<file path="src/rtl/ethernet_frame_pkg.sv">
// Frame layout constants, FSM state and request capture type for the session-registration responder.
// Shared by axis_session_reg_responder and crc32_d8.
package ethernet_frame_pkg;

    // Byte offsets into the 112-byte registration frame.
    localparam logic [6:0] OFF_SWHWM_SRC_MAC = 7'd6;
    localparam logic [6:0] OFF_MSG_TYPE      = 7'd14;
    localparam logic [6:0] OFF_REQ_ID        = 7'd16;
    localparam logic [6:0] OFF_SESS_ID       = 7'd20;
    localparam logic [6:0] OFF_EXCH          = 7'd21;
    localparam logic [6:0] OFF_ETH           = 7'd22;
    localparam logic [6:0] OFF_FCS           = 7'd108;
    localparam logic [6:0] OFF_LAST          = 7'd111;

    localparam logic [4:0] ACCEPT_MSG_BYTES  = 5'd20;
    localparam logic [4:0] REJECT_MSG_BYTES  = 5'd21;

    localparam logic [7:0] REJECT_SESS_ID_RANGE = 8'h01;

    typedef enum logic [1:0] {
        ST_RX      = 2'd0,
        ST_DRAIN   = 2'd1,
        ST_TX_RESP = 2'd2
    } sess_state_e;

    typedef struct packed {
        logic [47:0] src_mac;
        logic [15:0] msg_type;
        logic [31:0] req_id;
        logic [7:0]  sess_id;
        logic [7:0]  exch;
    } sess_req_t;

    // One byte of reflected CRC-32 (poly 0x04C11DB7, bit-reversed form 0xEDB88320).
    function automatic logic [31:0] crc32_byte_step(input logic [31:0] crc, input logic [7:0] data);
        logic [31:0] c;
        c = crc ^ {24'd0, data};
        for (int i = 0; i < 8; i++)
            c = c[0] ? ((c >> 1) ^ 32'hEDB8_8320) : (c >> 1);
        return c;
    endfunction

endpackage

</file>
<file path="src/rtl/crc32_d8.sv">
// Byte-serial CRC-32 accumulator; crc holds the running (un-inverted) register.
// Used only when SESSION_REG_FCS_CHECK_EN is defined.
module crc32_d8
    import ethernet_frame_pkg::*;
(
    input  logic        gclk,
    input  logic        grst_n,
    input  logic        clr,
    input  logic        en,
    input  logic [7:0]  data,
    output logic [31:0] crc
);

    always_ff @(posedge gclk or negedge grst_n) begin
        if (!grst_n)
            crc <= 32'hFFFF_FFFF;
        else if (clr)
            crc <= 32'hFFFF_FFFF;
        else if (en)
            crc <= crc32_byte_step(crc, data);
    end

endmodule

</file>
<file path="src/rtl/axis_session_reg_responder.sv">
// Consumes 112-byte session-registration frames and emits accept/reject responses plus a session-table write.
// Optional FCS check over the embedded Ethernet region: define SESSION_REG_FCS_CHECK_EN.
module axis_session_reg_responder
    import ethernet_frame_pkg::*;
#(
    parameter logic [47:0] LOCAL_MAC         = 48'h02_00_00_00_00_01,
    parameter logic [15:0] ETHERTYPE         = 16'h88B5,
    parameter logic [15:0] MSG_TYPE_SESS_REG = 16'h0001,
    parameter logic [15:0] MSG_TYPE_ACCEPT   = 16'h0002,
    parameter logic [15:0] MSG_TYPE_REJECT   = 16'h0003,
    parameter int          MAX_SESSION_ID    = 63
) (
    input  logic        aclk,
    input  logic        aresetn,
    input  logic [7:0]  s_axis_tdata,
    input  logic        s_axis_tvalid,
    output logic        s_axis_tready,
    input  logic        s_axis_tlast,
    output logic [7:0]  m_axis_tdata,
    output logic        m_axis_tvalid,
    input  logic        m_axis_tready,
    output logic        m_axis_tlast,
    output logic        sess_wr_valid,
    output logic [5:0]  sess_wr_id,
    output logic [7:0]  sess_wr_exch,
    output logic [31:0] sess_wr_req_id,
    output logic [15:0] stat_accept_cnt,
    output logic [15:0] stat_reject_cnt,
    output logic [15:0] stat_drop_cnt
);

    sess_state_e state;
    sess_req_t   req;
    logic [6:0]  byte_cnt;
    logic [4:0]  tx_idx;
    logic        is_reject;

    logic        s_hs, m_hs, rx_hs;
    logic        fcs_ok, sess_in_range;
    logic [4:0]  tx_last_idx, tx_sel, tx_rev;
    logic [167:0] resp_hdr;
    logic [7:0]  tx_byte;

    assign s_hs  = s_axis_tvalid & s_axis_tready;
    assign m_hs  = m_axis_tvalid & m_axis_tready;
    assign rx_hs = s_hs && (state == ST_RX);

    assign sess_in_range = 32'(req.sess_id) <= 32'(MAX_SESSION_ID);

`ifdef SESSION_REG_FCS_CHECK_EN
    logic [31:0] crc_state;
    logic [23:0] fcs_lo;

    crc32_d8 u_crc (
        .gclk   (aclk),
        .grst_n (aresetn),
        .clr    (rx_hs && byte_cnt == 7'd0),
        .en     (rx_hs && byte_cnt >= OFF_ETH && byte_cnt < OFF_FCS),
        .data   (s_axis_tdata),
        .crc    (crc_state)
    );

    // FCS arrives LSB first; the last byte is still on the bus in the evaluation cycle.
    always_ff @(posedge aclk or negedge aresetn) begin
        if (!aresetn)
            fcs_lo <= '0;
        else if (rx_hs && byte_cnt >= OFF_FCS)
            fcs_lo <= {s_axis_tdata, fcs_lo[23:8]};
    end

    assign fcs_ok = (~crc_state) == {s_axis_tdata, fcs_lo};
`else
    assign fcs_ok = 1'b1;
`endif

    // Response is a fixed 21-byte image; accepts simply stop one byte early.
    assign resp_hdr    = {req.src_mac, LOCAL_MAC, ETHERTYPE,
                          is_reject ? MSG_TYPE_REJECT : MSG_TYPE_ACCEPT,
                          req.req_id, REJECT_SESS_ID_RANGE};
    assign tx_last_idx = is_reject ? REJECT_MSG_BYTES - 5'd1 : ACCEPT_MSG_BYTES - 5'd1;
    assign tx_sel      = (state == ST_TX_RESP && tx_idx != tx_last_idx) ? tx_idx + 5'd1 : 5'd0;
    assign tx_rev      = (REJECT_MSG_BYTES - 5'd1) - tx_sel;
    assign tx_byte     = resp_hdr[{tx_rev, 3'b000} +: 8];

    always_ff @(posedge aclk or negedge aresetn) begin
        if (!aresetn) begin
            state           <= ST_RX;
            req             <= '0;
            byte_cnt        <= '0;
            tx_idx          <= '0;
            is_reject       <= 1'b0;
            s_axis_tready   <= 1'b0;
            m_axis_tdata    <= '0;
            m_axis_tvalid   <= 1'b0;
            m_axis_tlast    <= 1'b0;
            sess_wr_valid   <= 1'b0;
            sess_wr_id      <= '0;
            sess_wr_exch    <= '0;
            sess_wr_req_id  <= '0;
            stat_accept_cnt <= '0;
            stat_reject_cnt <= '0;
            stat_drop_cnt   <= '0;
        end else begin
            sess_wr_valid <= 1'b0;
            case (state)
                ST_RX: begin
                    s_axis_tready <= 1'b1;
                    if (s_hs) begin
                        byte_cnt <= byte_cnt + 7'd1;
                        if (byte_cnt >= OFF_SWHWM_SRC_MAC && byte_cnt < OFF_SWHWM_SRC_MAC + 7'd6)
                            req.src_mac <= {req.src_mac[39:0], s_axis_tdata};
                        if (byte_cnt == OFF_MSG_TYPE || byte_cnt == OFF_MSG_TYPE + 7'd1)
                            req.msg_type <= {req.msg_type[7:0], s_axis_tdata};
                        if (byte_cnt >= OFF_REQ_ID && byte_cnt < OFF_SESS_ID)
                            req.req_id <= {req.req_id[23:0], s_axis_tdata};
                        if (byte_cnt == OFF_SESS_ID)
                            req.sess_id <= s_axis_tdata;
                        if (byte_cnt == OFF_EXCH)
                            req.exch <= s_axis_tdata;

                        if (s_axis_tlast) begin
                            byte_cnt <= '0;
                            if (byte_cnt != OFF_LAST || req.msg_type != MSG_TYPE_SESS_REG || !fcs_ok) begin
                                stat_drop_cnt <= stat_drop_cnt + 16'd1;
                            end else begin
                                state         <= ST_TX_RESP;
                                s_axis_tready <= 1'b0;
                                m_axis_tvalid <= 1'b1;
                                m_axis_tdata  <= tx_byte;
                                m_axis_tlast  <= 1'b0;
                                tx_idx        <= '0;
                                is_reject     <= !sess_in_range;
                                if (sess_in_range) begin
                                    sess_wr_valid   <= 1'b1;
                                    sess_wr_id      <= req.sess_id[5:0];
                                    sess_wr_exch    <= req.exch;
                                    sess_wr_req_id  <= req.req_id;
                                    stat_accept_cnt <= stat_accept_cnt + 16'd1;
                                end else begin
                                    stat_reject_cnt <= stat_reject_cnt + 16'd1;
                                end
                            end
                        end else if (byte_cnt == OFF_LAST) begin
                            state    <= ST_DRAIN;
                            byte_cnt <= '0;
                        end
                    end
                end

                ST_DRAIN: begin
                    s_axis_tready <= 1'b1;
                    if (s_hs && s_axis_tlast) begin
                        stat_drop_cnt <= stat_drop_cnt + 16'd1;
                        state         <= ST_RX;
                    end
                end

                ST_TX_RESP: begin
                    s_axis_tready <= 1'b0;
                    if (m_hs) begin
                        if (tx_idx == tx_last_idx) begin
                            state         <= ST_RX;
                            m_axis_tvalid <= 1'b0;
                            m_axis_tlast  <= 1'b0;
                            s_axis_tready <= 1'b1;
                        end else begin
                            tx_idx       <= tx_idx + 5'd1;
                            m_axis_tdata <= tx_byte;
                            m_axis_tlast <= (tx_idx + 5'd1 == tx_last_idx);
                        end
                    end
                end

                default: state <= ST_RX;
            endcase
        end
    end

endmodule
</file>
<file path="config.mk">
export PLATFORM = sky130hd
export DESIGN_NAME = axis_session_reg_responder
export DESIGN_NICKNAME = d
export VERILOG_FILES = /design/src/rtl/ethernet_frame_pkg.sv /design/src/rtl/crc32_d8.sv /design/src/rtl/axis_session_reg_responder.sv
export SDC_FILE = /design/constraint.sdc
export NUM_CORES = 1
export LEC_CHECK = 0
export CORE_MARGIN = 2
export CORE_UTILIZATION = 45
export DETAILED_ROUTE_END_ITERATION = 8
export PLACE_DENSITY = 0.64
export RECOVER_POWER = 100
export SLEW_MARGIN = 10
export SYNTH_ARGS = -nofsm -noshare
export SYNTH_HDL_FRONTEND = slang
export SYNTH_SLANG_ARGS = --single-unit
export TNS_END_PERCENT = 10
</file>
<file path="constraint.sdc">
create_clock -name aclk -period 3.7 [get_ports aclk]
set_input_delay 0.555 -clock aclk [delete_from_list [all_inputs] [get_ports aclk]]
set_output_delay 0.555 -clock aclk [all_outputs]
set_load 0.05 [all_outputs]
</file>
==> flow_summary.yaml <==
power_and_ir_drop:
  worst_ir_drop_vdd_v: 0.0002898
  power-per-cell-area_nw_per_um2: 465.9
  static-leakage-power_nw: 6.513
outcome:
  failed_checks: "max-capacitance violations, max-slew violations"
  status: "complete, but fails checks"
logic_synthesis:
  synth.distinct_cells: 70
  post_synth_main_area_contributors: "dfrtp_1 (55%), mux2_2 (12%), nand2_1 (7.6%)"
  synth_async_sr_flop_share_pct: 100.0
  ys_warns: 0
  synth_seq_cells: 233
  commonest_cells_in_the_netlist: "dfrtp_1 (233), nand2_1 (215), mux2_2 (116)"
  synth_area_um2: 10600
  number_of_enable_flip_flop_cells_after_synthesis: 0
  yosys.cell_count.top_type: "dfrtp_1"
  synth_top_cell_by_area: "dfrtp_1"
  mappedNetlistNets: 962
  synth_seq_area_share_pct: 55.00
  synth_top_area_share_pct: 55.00
  synth_area_per_cell_um2: 11.33
  post_synth_top_flop: "dfrtp_1"
  syn_inst: 936
timing:
  max_slew.worst_pin.slew_ps: 2176
  rsz0062_at_grt: "false"
  slew-limit-headroom_pct: -45.06
  finalHoldViolCount: 0
  fin_setup_tns_ps: 0
  max_freq_mhz: 299.5
  clock_skew_ps: 9.431
  final.period_utilization_pct: 90.23
  hold-worst-slack_ps: 455.2
  setup_viol: 0
  min_cycle_time_layout_ps: 3338
  maxSlewViolCount: 89
place:
  dpl_wire_length_mm: 16.56
  port-buffer-count: 118
  place_congestion: 0.9055
  placed_cell_area_um2: 12190
  placed_cells: 1353
clock_network:
  ctsRootBufferMaster: "clkbuf_16"
  worst_setup_hold_path_clk_slew_ps: 60
  postCtsSetupBuffers: 0
  clock_latency_ps: 520
  tritoncts.num_buffers: 26
  ctsHoldBuffers: 0
  cts_htree_levels: 1
  clockBufferDepth: 3
  cts_repair_resized_insts: 0
  tritoncts_sinks: 233
  cts_tree: "done"
critical_path:
  crit_fanout: 11
  critical_path_required_ps: 4140
  timing.critical_path.buf_inv: 2
  worst_setup_path_end_kind: "register"
  critical_path.cell_chain: "nand4bb_1 -> a21oi_1 -> nor2_2 -> ha_1 -> buf_4 -> inv_1 -> nand2_1 -> a211oi_1 -> nor3b_1 -> a211oi_1 -> o21ai_0 -> a21oi_1"
  worst-r2r-setup-slack_ps: 360
  critical_path.max_stage_delay_ps: 520
  timing.critical_path.from_type: "register"
  critical-path-slowest-cell: "dfrtp_1"
  worst_path_dominant_cell_family: "compound AO/OA/AOI/OAI gates"
  worst-setup-path-type: "reg2reg"
  crit_arrival_ps: 3780
cells_and_area:
  insertedDiodeCount: 0
  finalInstanceArea_um2: 12970
  fin_cells: 1397
  nFillCells: 2062
  final-seq-area_um2: 5831
  layout-drive-gt1-share_pct: 18.00
  final_nets: 1088
  multiInputGateArea_um2: 4498
  area_growth_pct: 22.39
job:
  max-cap-violations: 1
routing:
  via_count: 7344
  finalWirelength_mm: 23.84
  vias_per_cell: 5.257
  antenna_violating_nets_post_route: 0
  drt_iter0_markers: 357
  post-route-drc-count: 0
  route.detailed.wl_per_inst_um: 17.06
  detailedRoute.firstPassIterationCount: 4
die:
  dieArea_um2: 24800
  io_pins: 119
  initial_core_util_pct: 45.44
  design.core.area_um2: 23330
  std_cell_rows: 56
  chipWidth_um: 157.5
  floorplan.die.height_um: 157.5
global_routing:
  grt.overflow.total: 0
  grt_pass1_wl_mm: 38.94
  track_usage_pct: 19.57
  grt_antenna_before_repair: 0
  first_global_vias: 7262
  grt_start_max_net_pins: 90
hold_path:
  holdCritPathClass: "reg2reg"
per-stage QoR:
stage | utilization, % | setup slack [ps] | power [mW]
3_3_place_gp | 52.25 | 525.7 | 3.523
6_report | 55.61 | 361.6 | 6.044
3_5_place_dp | 52.25 | 474.5 | 3.535
4_1_cts | 55.95 | 400.8 | 6.134
5_1_grt | 55.61 | 74.98 | 6.296
2_1_floorplan | - | 506.1 | 3.269
area by class of cell:
type | count | share of cell area [%]
Timing Repair Buffer | 142 | 10.32
Clock buffer | 41 | 6.152
Multi-Input combinational cell | 647 | 34.67
Sequential cell | 233 | 44.94
Tap cell | 319 | 3.076
Clock inverter | 3 | 0.5014
Inverter | 12 | 0.3472
worst min-delay path: cells and delay by family (launching register included):
family	cells	cell delay [ps]
flip-flops	1	330
AND/OR/NAND/NOR	2	90
per-layer routing:
layer  global-route usage [%]  routed length (um)  vias up
li1                         -                   -     3541
met1                    29.54               11750     3620
met2                    30.13               10700      153
met3                    2.781                 999       30
met4                    4.242                 390        0
met5                        0                   0        -
path summary, 6_finish.rpt:
kind / from / endpoint / depth (start not counted)
min: sess_wr_req_id[25] / sess_wr_req_id[25] / 2
max: tx_idx[2] / m_axis_tdata[7] / 12
max in group asynchronous: aresetn / req[99] / 2
min in group asynchronous: aresetn / stat_reject_cnt[11] / 1
max reg2reg: tx_idx[2] / m_axis_tdata[7] / 12
min reg2reg: sess_wr_req_id[25] / sess_wr_req_id[25] / 2
report_power, final:
part	internal [mW]	leakage [nW]	switching [mW]	total, mW
combinational	0.240	2.86	0.369	0.609
clock	1.60	0.423	0.978	2.58
sequential	2.68	3.23	0.175	2.86
total	4.52	6.51	1.52	6.04
kinds of logic (layout without fill, tap and decap cells):
| group | count (synthesis) | in the layout | synth area share [%] |
|---|---|---|---|
| compound gates | 110 | 110 | 7.105 |
| xor+xnor | 50 | 50 | 4.308 |
| fa+ha+maj | 13 | 13 | 1.534 |
| buf+inv | 56 | 198 | 2.408 |
| flops | 233 | 233 | 55.00 |
| mux | 130 | 130 | 14.60 |
| simple gates | 344 | 344 | 15.05 |
state kept, by name, summed over array words and instances (netlist names), 6 cells and up:
register / count
sess_wr_exch: 8
stat_accept_cnt: 16
stat_reject_cnt: 16
req: 112
sess_wr_req_id: 32
stat_drop_cnt: 16
sess_wr_id: 6
m_axis_tdata: 8
byte_cnt: 7
cells in the final DEF (no fill, tap or decap), drive strengths merged, types with 12 or more instances in the layout:
cell / count
nand3: 26
xnor2: 31
buf: 14
dfrtp: 233
ha: 13
mux2: 117
o21ai: 28
xor2: 19
nand2: 215
nor2: 27
a21oi: 23
dlygate4sd3: 106
and3: 14
inv: 12
clkbuf: 52
No activity file was read; power rests on OpenSTA's default activity.
